<file path="config.mk">
export PLATFORM = sky130hd
export DESIGN_NAME = pipe_stage_reg
export DESIGN_NICKNAME = d
export VERILOG_FILES = /design/src/rtl/pipe_stage_reg.sv
export SDC_FILE = /design/constraint.sdc
export NUM_CORES = 1
export LEC_CHECK = 0
export CAP_MARGIN = 10
export CORE_UTILIZATION = 60
export CTS_CLUSTER_SIZE = 25
export DETAILED_ROUTE_END_ITERATION = 8
export DONT_BUFFER_PORTS = 1
export MAX_ROUTING_LAYER = met4
export PLACE_DENSITY = 0.84
export REMOVE_ABC_BUFFERS = 1
export SLEW_MARGIN = 5
export SYNTH_ARGS = -nofsm -noshare
export SYNTH_HDL_FRONTEND = slang
export SYNTH_SLANG_ARGS = --single-unit
</file>
<file path="constraint.sdc">
create_clock -name clk -period 2.5 [get_ports clk]
set_input_delay 0.5 -clock clk [delete_from_list [all_inputs] [get_ports clk]]
set_output_delay 0.5 -clock clk [all_outputs]
set_load 0.01 [all_outputs]
</file>
<file path="src/rtl/pipe_stage_reg.sv">
// Reusable pipeline stage boundary: valid/ready handshake with a two-entry skid buffer,
// synchronous flush with bubble insertion, and a saturating stall counter.
module pipe_stage_reg #(
    parameter int                  DATA_W = 96,
    parameter logic [DATA_W-1:0]   BUBBLE = '0,
    parameter int                  CNT_W  = 16
) (
    input  logic              clk,
    input  logic              rst,
    input  logic              in_valid,
    output logic              in_ready,
    input  logic [DATA_W-1:0] in_data,
    output logic              out_valid,
    input  logic              out_ready,
    output logic [DATA_W-1:0] out_data,
    input  logic              flush,
    input  logic              cnt_clr,
    output logic [CNT_W-1:0]  stall_cnt
);

    logic              main_vld_q, main_vld_d;
    logic [DATA_W-1:0] main_data_q, main_data_d;
    logic              skid_vld_q, skid_vld_d;
    logic [DATA_W-1:0] skid_data_q, skid_data_d;
    logic [CNT_W-1:0]  stall_cnt_q, stall_cnt_d;

    logic acc;
    logic cons;
    logic stall;

    // in_ready depends only on registered state and flush, so out_ready never reaches it.
    assign in_ready  = !skid_vld_q && !flush;
    assign out_valid = main_vld_q;
    assign out_data  = main_vld_q ? main_data_q : BUBBLE;
    assign stall_cnt = stall_cnt_q;

    assign acc   = in_valid && in_ready;
    assign cons  = main_vld_q && out_ready;
    assign stall = main_vld_q && !out_ready;

    always_comb begin
        // NOTE: every next-state value defaults to "hold" first so no branch can infer a latch.
        main_vld_d  = main_vld_q;
        main_data_d = main_data_q;
        skid_vld_d  = skid_vld_q;
        skid_data_d = skid_data_q;

        if (flush) begin
            main_vld_d = 1'b0;
            skid_vld_d = 1'b0;
        end else if (skid_vld_q && (cons || !main_vld_q)) begin
            main_vld_d  = 1'b1;
            main_data_d = skid_data_q;
            skid_vld_d  = 1'b0;
        end else if (acc && (cons || !main_vld_q)) begin
            main_vld_d  = 1'b1;
            main_data_d = in_data;
        end else if (acc && main_vld_q && !out_ready) begin
            skid_vld_d  = 1'b1;
            skid_data_d = in_data;
        end else if (cons && !acc) begin
            main_vld_d = 1'b0;
        end
    end

    // Clear wins over increment; the count sticks at all-ones instead of wrapping.
    always_comb begin
        stall_cnt_d = stall_cnt_q;
        if (cnt_clr) begin
            stall_cnt_d = '0;
        end else if (stall && (stall_cnt_q != {CNT_W{1'b1}})) begin
            stall_cnt_d = stall_cnt_q + CNT_W'(1);
        end
    end

    always_ff @(posedge clk) begin
        // NOTE: sequential state uses non-blocking assignments so all registers update together.
        if (!rst) begin
            main_vld_q  <= 1'b0;
            skid_vld_q  <= 1'b0;
            // NOTE: payload registers are cleared too, giving deterministic contents after reset.
            main_data_q <= '0;
            skid_data_q <= '0;
            stall_cnt_q <= '0;
        end else begin
            main_vld_q  <= main_vld_d;
            main_data_q <= main_data_d;
            skid_vld_q  <= skid_vld_d;
            skid_data_q <= skid_data_d;
            stall_cnt_q <= stall_cnt_d;
        end
    end

endmodule

</file>
== Word-level counts from Yosys, hierarchy flattened ==
Index checks and enable logic that the tools add are counted.

* Bits in registers: 210
* Latch bits: 0
* Memory bits (writable): 0
* Bits in read-only memories: 0
* Bits of input ports: 102
* Output and inout port bits: 114
* Word-level logic and storage cells: 44
* Memories kept: 0

* Add/subtract/negate cells: 1
* Multiply operators: 0
* Div/mod/pow operators: 0
* Magnitude comparators: 0
* Equality and inequality tests: 2
* Shift operators: 0
* Multiplexer cells: 7
* Bitwise operators: 4
* Reductions and logical operators: 25

{| class="wikitable"
|+ Operators with widths
! kind !! count
|-
| $mux W96 || 3
|-
| $add A16 B1 Y16 const B || 1
|-
| $ne A16 B16 Y1 const B || 1
|-
| $logic_and A1 B1 Y1 || 10
|-
| $reduce_and A2 Y1 || 3
|-
| $logic_not A1 Y1 || 5
|-
| $mux W1 || 4
|-
| $not A1 Y1 || 4
|-
| $reduce_and A4 Y1 || 1
|-
| $reduce_or A2 Y1 || 2
|-
| $ne A3 B3 Y1 const B || 1
|-
| $reduce_bool A3 Y1 || 1
|-
| $reduce_or A3 Y1 || 1
|-
| $reduce_bool A2 Y1 || 1
|-
| $logic_or A1 B1 Y1 || 1
|}

== Logic depth before layout (Yosys ltp) ==
* Depth after elaboration: 9
* Depth in mapped cells: 8
* Depth with buffers taken out: 5

== Least setup slack after synthesis ==
OpenSTA, ideal clock, no wires.

* Path type: register -> register
* Start: register stall_cnt_q[0] (netlist: stall_cnt[0])
* End: register stall_cnt_q[10] (netlist: stall_cnt[10])
* Setup time: 0.070 ns
* Data arrival time: 1.756 ns
* Data required time: 2.430 ns
* Slack: 0.675 ns
* Cell stages (with the launch flop): 6
* Buffers on the path: 0
* Clock period less this slack: 1.825 ns
* Path through: dfxtp_1 ha_1 nand3b_1 or3_4 or4_1 a21oi_1

* Cells in the longest elaborated chain, start to end: 2
* Elaborated cells between the ends (all ways): 3
* Classes of those cells: 1 x add/sub; 1 x eq/ne; 1 x reduce/logical

{| class="wikitable"
|+ Ends and longest elaborated chain
! what !! line !! source
|-
| start, declared || 25 || <nowiki>logic [CNT_W-1:0] stall_cnt_q, stall_cnt_d;</nowiki>
|-
| start signal, assigned || 90 || <nowiki>stall_cnt_q <= stall_cnt_d;</nowiki>
|-
| parallel branches: the longest is 2 deep, another holds $add A16 B1 Y16 || -- ||
|}

Parallel ways; which one is timed is not known.
A chain may end at the register's enable or synchronous reset.

== Worst setup path in the final report ==
* Start: register main_vld_q (netlist: out_valid)
* End: output port out_data[41]

* Cells in the longest elaborated chain, start to end: 1

{| class="wikitable"
|+ Ends and longest elaborated chain
! what !! line !! source
|-
| start, declared || 21 || <nowiki>logic main_vld_q, main_vld_d;</nowiki>
|-
| start signal, assigned || 86 || <nowiki>main_vld_q <= main_vld_d;</nowiki>
|-
| $mux W96 || 34 || <nowiki>assign out_data = main_vld_q ? main_data_q : BUBBLE;</nowiki>
|-
| end, declared || 15 || <nowiki>output logic [DATA_W-1:0] out_data,</nowiki>
|}

No other way between the ends.

==> summary.md <==
| Metric | Value |
|---|---|
| Hold WC Path Type | input pin to flop |
| Reg2reg start | stall_cnt[0] |
| Net count, final | 1,218 |
| Final Skew | 4.68 ps |
| Setup violators final | 0 |
| Syn avg cell area | 7.67 µm² |
| Setup Fix Bufs, Post-CTS | 0 |
| Vias in the first global route | 7,144 |
| 1st-pass router iterations | 7 |
| Worst Tran Pin Value | 653 ps |
| Vias per std cell | 6.01 |
| Largest family of logic cells by synthesized area | simple AND/OR/NAND/NOR gates |
| Synth Area in XOR/XNOR | 0 |
| Worst-case vdd ir drop | 0.000627 V |
| Std cell rows | 44 |
| Flops & latches, synth | 210 |
| Cts repair resizes | 0 |
| CP endpoint | out_data[41] |
| Tot GR Track Use | 0.279 |
| Simple logic cell fraction of the synthesized area | 0.317 |
| Worst path max stage delay | 500 ps |
| Outcome | finished, violations left |
| Die Ht | 125 µm |
| Final wirelength | 21,700 µm |
| P&R area growth vs syn | 8.65% |
| Ports | 216 |
| Finished Layout Cells | 1,314 |
| Drt drc | 26 |
| Startpoint types | flop |
| Yosys top cell by area | dfxtp_1 |
| Synth Flop Type | dfxtp_1 |
| Crit path DAT | 1730 ps |
| Area share of the leading cell type in the synthesized netlist | 0.464 |
| Ratio of final minimum period to clock period | 0.894 |
| Final ANT Viol Nets | 0 |
| Initial Utilization | 0.619 |
| Cells after DPL | 1,275 |
| Die Wd | 125 µm |
| CTS Sinks | 210 |
| Min cycle time layout | 2230 ps |
| Reg2Reg Depth | 5 |
| Post-Synthesis Cell Area | 9070 µm² |
| WL met3 | 1950 µm |
| Top post-synthesis cells by count | nand2_1, dfxtp_1, a21oi_1 |
| Leak Pwr | 3.45 nW |
| Die Area | 15,600 µm² |
| Worst path slowest cell | dfxtp_2 |
| Top sig layer | met4 |
| RSZ-0062 raised after global routing | no |
| Final core occ | 0.673 |
| Final Slew Violations | 0 |
| Portion of netlist area occupied by mux cells | 0.00110 |
| Hold buffers post-CTS | 0 |
| Final HPWL DP | 12,500 µm |
| Largest cells by area after synthesis | dfxtp_1, nand2_1, a311oi_1 |
| Setup TNS | 0 ps |
| DRT met1 WL | 8990 µm |
| DRT iter0 DRCs | 809 |
| Relative slew slack | 0.561 |
| CP startpoint | out_valid |
| CTS buffer count | 22 |
| Ys async rst share | 0 |
| Critical Path Sink Type | output pin |
| Port bufs | 0 |
| Maxcap violations | 0 |
| Initial antenna violation count | 0 |
| Syn. warnings | 0 |
| F_max | 448 MHz |
| Final hold vios | 0 |
| CP cell instances | buf_6 -> and2_1 |
| Number of flops mapped to enable cells by yosys | 0 |
| Longest Clk Path Bufs | 3 |
| Failing checks | design-rule violations |
| Compound-Gate Fraction of Synth Area | 0.166 |
| Reg2reg setup slack | 450 ps |
| Setup CP Type | flop to output pin |
| Register area share after synthesis | 0.464 |
| Critical path data required time | 2000 ps |
| Layout cells sized above 1 | 0.0593 |
| CP Max Fanout | 85 |
| Synth Area in Adders | 0.00138 |
| RR Endpoint | stall_cnt[10] |
| # H-tree levels | 1 |
| Largest net degree at the start of global routing | 105 |
| PwrDens | 722 nW/µm² |
| First-pass GRT wire length | 35,400 µm |
| GRT overflow | 0 |
| DR WL/cell | 16.5 µm |
| Number of cells produced by synthesis | 1,182 |
| Via count | 7,891 |
| Root Buffer | clkbuf_16 |
| GP Congestion | 0.827 |
| CTS tree | done |
| Clk slew on worst S/H paths | 60 ps |
| Worst-Skew Late Latency | 490 ps |
| Post-synth cell types | 38 |
| Core ar. | 14,600 µm² |
| DR WL met2 | 10,200 µm |
| Most common cell in the netlist | nand2_1 |
| ANT cells | 0 |
==> power breakdown <==
group / total (mW) / internal [mW] / switching [mW]
registers: 3.53 / 3.47 / 0.0641
logic: 0.408 / 0.145 / 0.262
clock network: 3.17 / 1.87 / 1.30
==> critical path: cells and delay by family (launching register included) <==
family                 cells  cell delay [ps]
and+or+nand+nor            1              290
buffers and inverters      1              440
DFF                        1              500
==> worst min path at each step <==
stage / from / to / cells past startpoint
final: in_data[4] / skid_data_q[4] / 2
after global routing: in_data[48] / skid_data_q[48] / 2
after CTS: in_data[89] / skid_data_q[89] / 2
after detailed placement: skid_data_q[10] / skid_data_q[10] / 2
after global placement: skid_data_q[6] / skid_data_q[6] / 2
after floorplan: skid_data_q[95] / skid_data_q[95] / 2
==> final cells by class <==
| class | instances | area [µm²] |
|---|---|---|
| Fill cell | 1238 | 4790 |
| Multi-Input combinational cell | 861 | 4440 |
| Sequential cell | 210 | 4210 |
| Clock buffer | 29 | 628 |
| Timing Repair Buffer | 17 | 244 |
| Tap cell | 184 | 230 |
| Clock inverter | 10 | 81.3 |
| Inverter | 3 | 16.3 |
==> cell families (layout without fill, tap and decap cells) <==
family,count (synthesis),count (layout)
AO/OA/AOI/OAI,222,222
flip-flops,210,210
AND/OR/NAND/NOR,637,637
adder cells (fa/ha/maj),1,1
buffers and inverters,111,59
multiplexers,1,1
==> flip-flops by register name, indices dropped and copies added, names as in the netlist <==
register     cells
main_data_q     96
skid_data_q     96
stall_cnt       16
out_valid        1
skid_vld_q       1
==> through the flow <==
stage                     setup slack, ps  area, µm²  power [mW]  hold WS [ps]
after floorplan                     -9980       8620        3.95           437
after global placement                539       9140        4.00           442
after detailed placement              512       9140        4.01           447
after CTS                            72.6       9850        7.16           119
after global routing                  140       9850        7.37           119
final                                 266       9850        7.11           134
==> cell usage in the layout, fill, tap and decap left out, drive strengths merged, types with 6 or more instances in the layout <==
master and instances:
dfxtp 210, nand4 7, clkinv 6, and2 97, nand2 299, or3 9
nand3 101, buf 17, a311oi 96, o21ai 8, clkbuf 29, a21oi 105
nor2 104
==> layer usage <==
| metal | vias to the layer above | track usage |
|---|---|---|
| met4 | 0 | 0.0882 |
| met3 | 46 | 0.0612 |
| li1 | 3923 | - |
| met2 | 332 | 0.443 |
| met5 | - | - |
| met1 | 3590 | 0.355 |
Note: power is estimated with default switching activity, not from simulation.
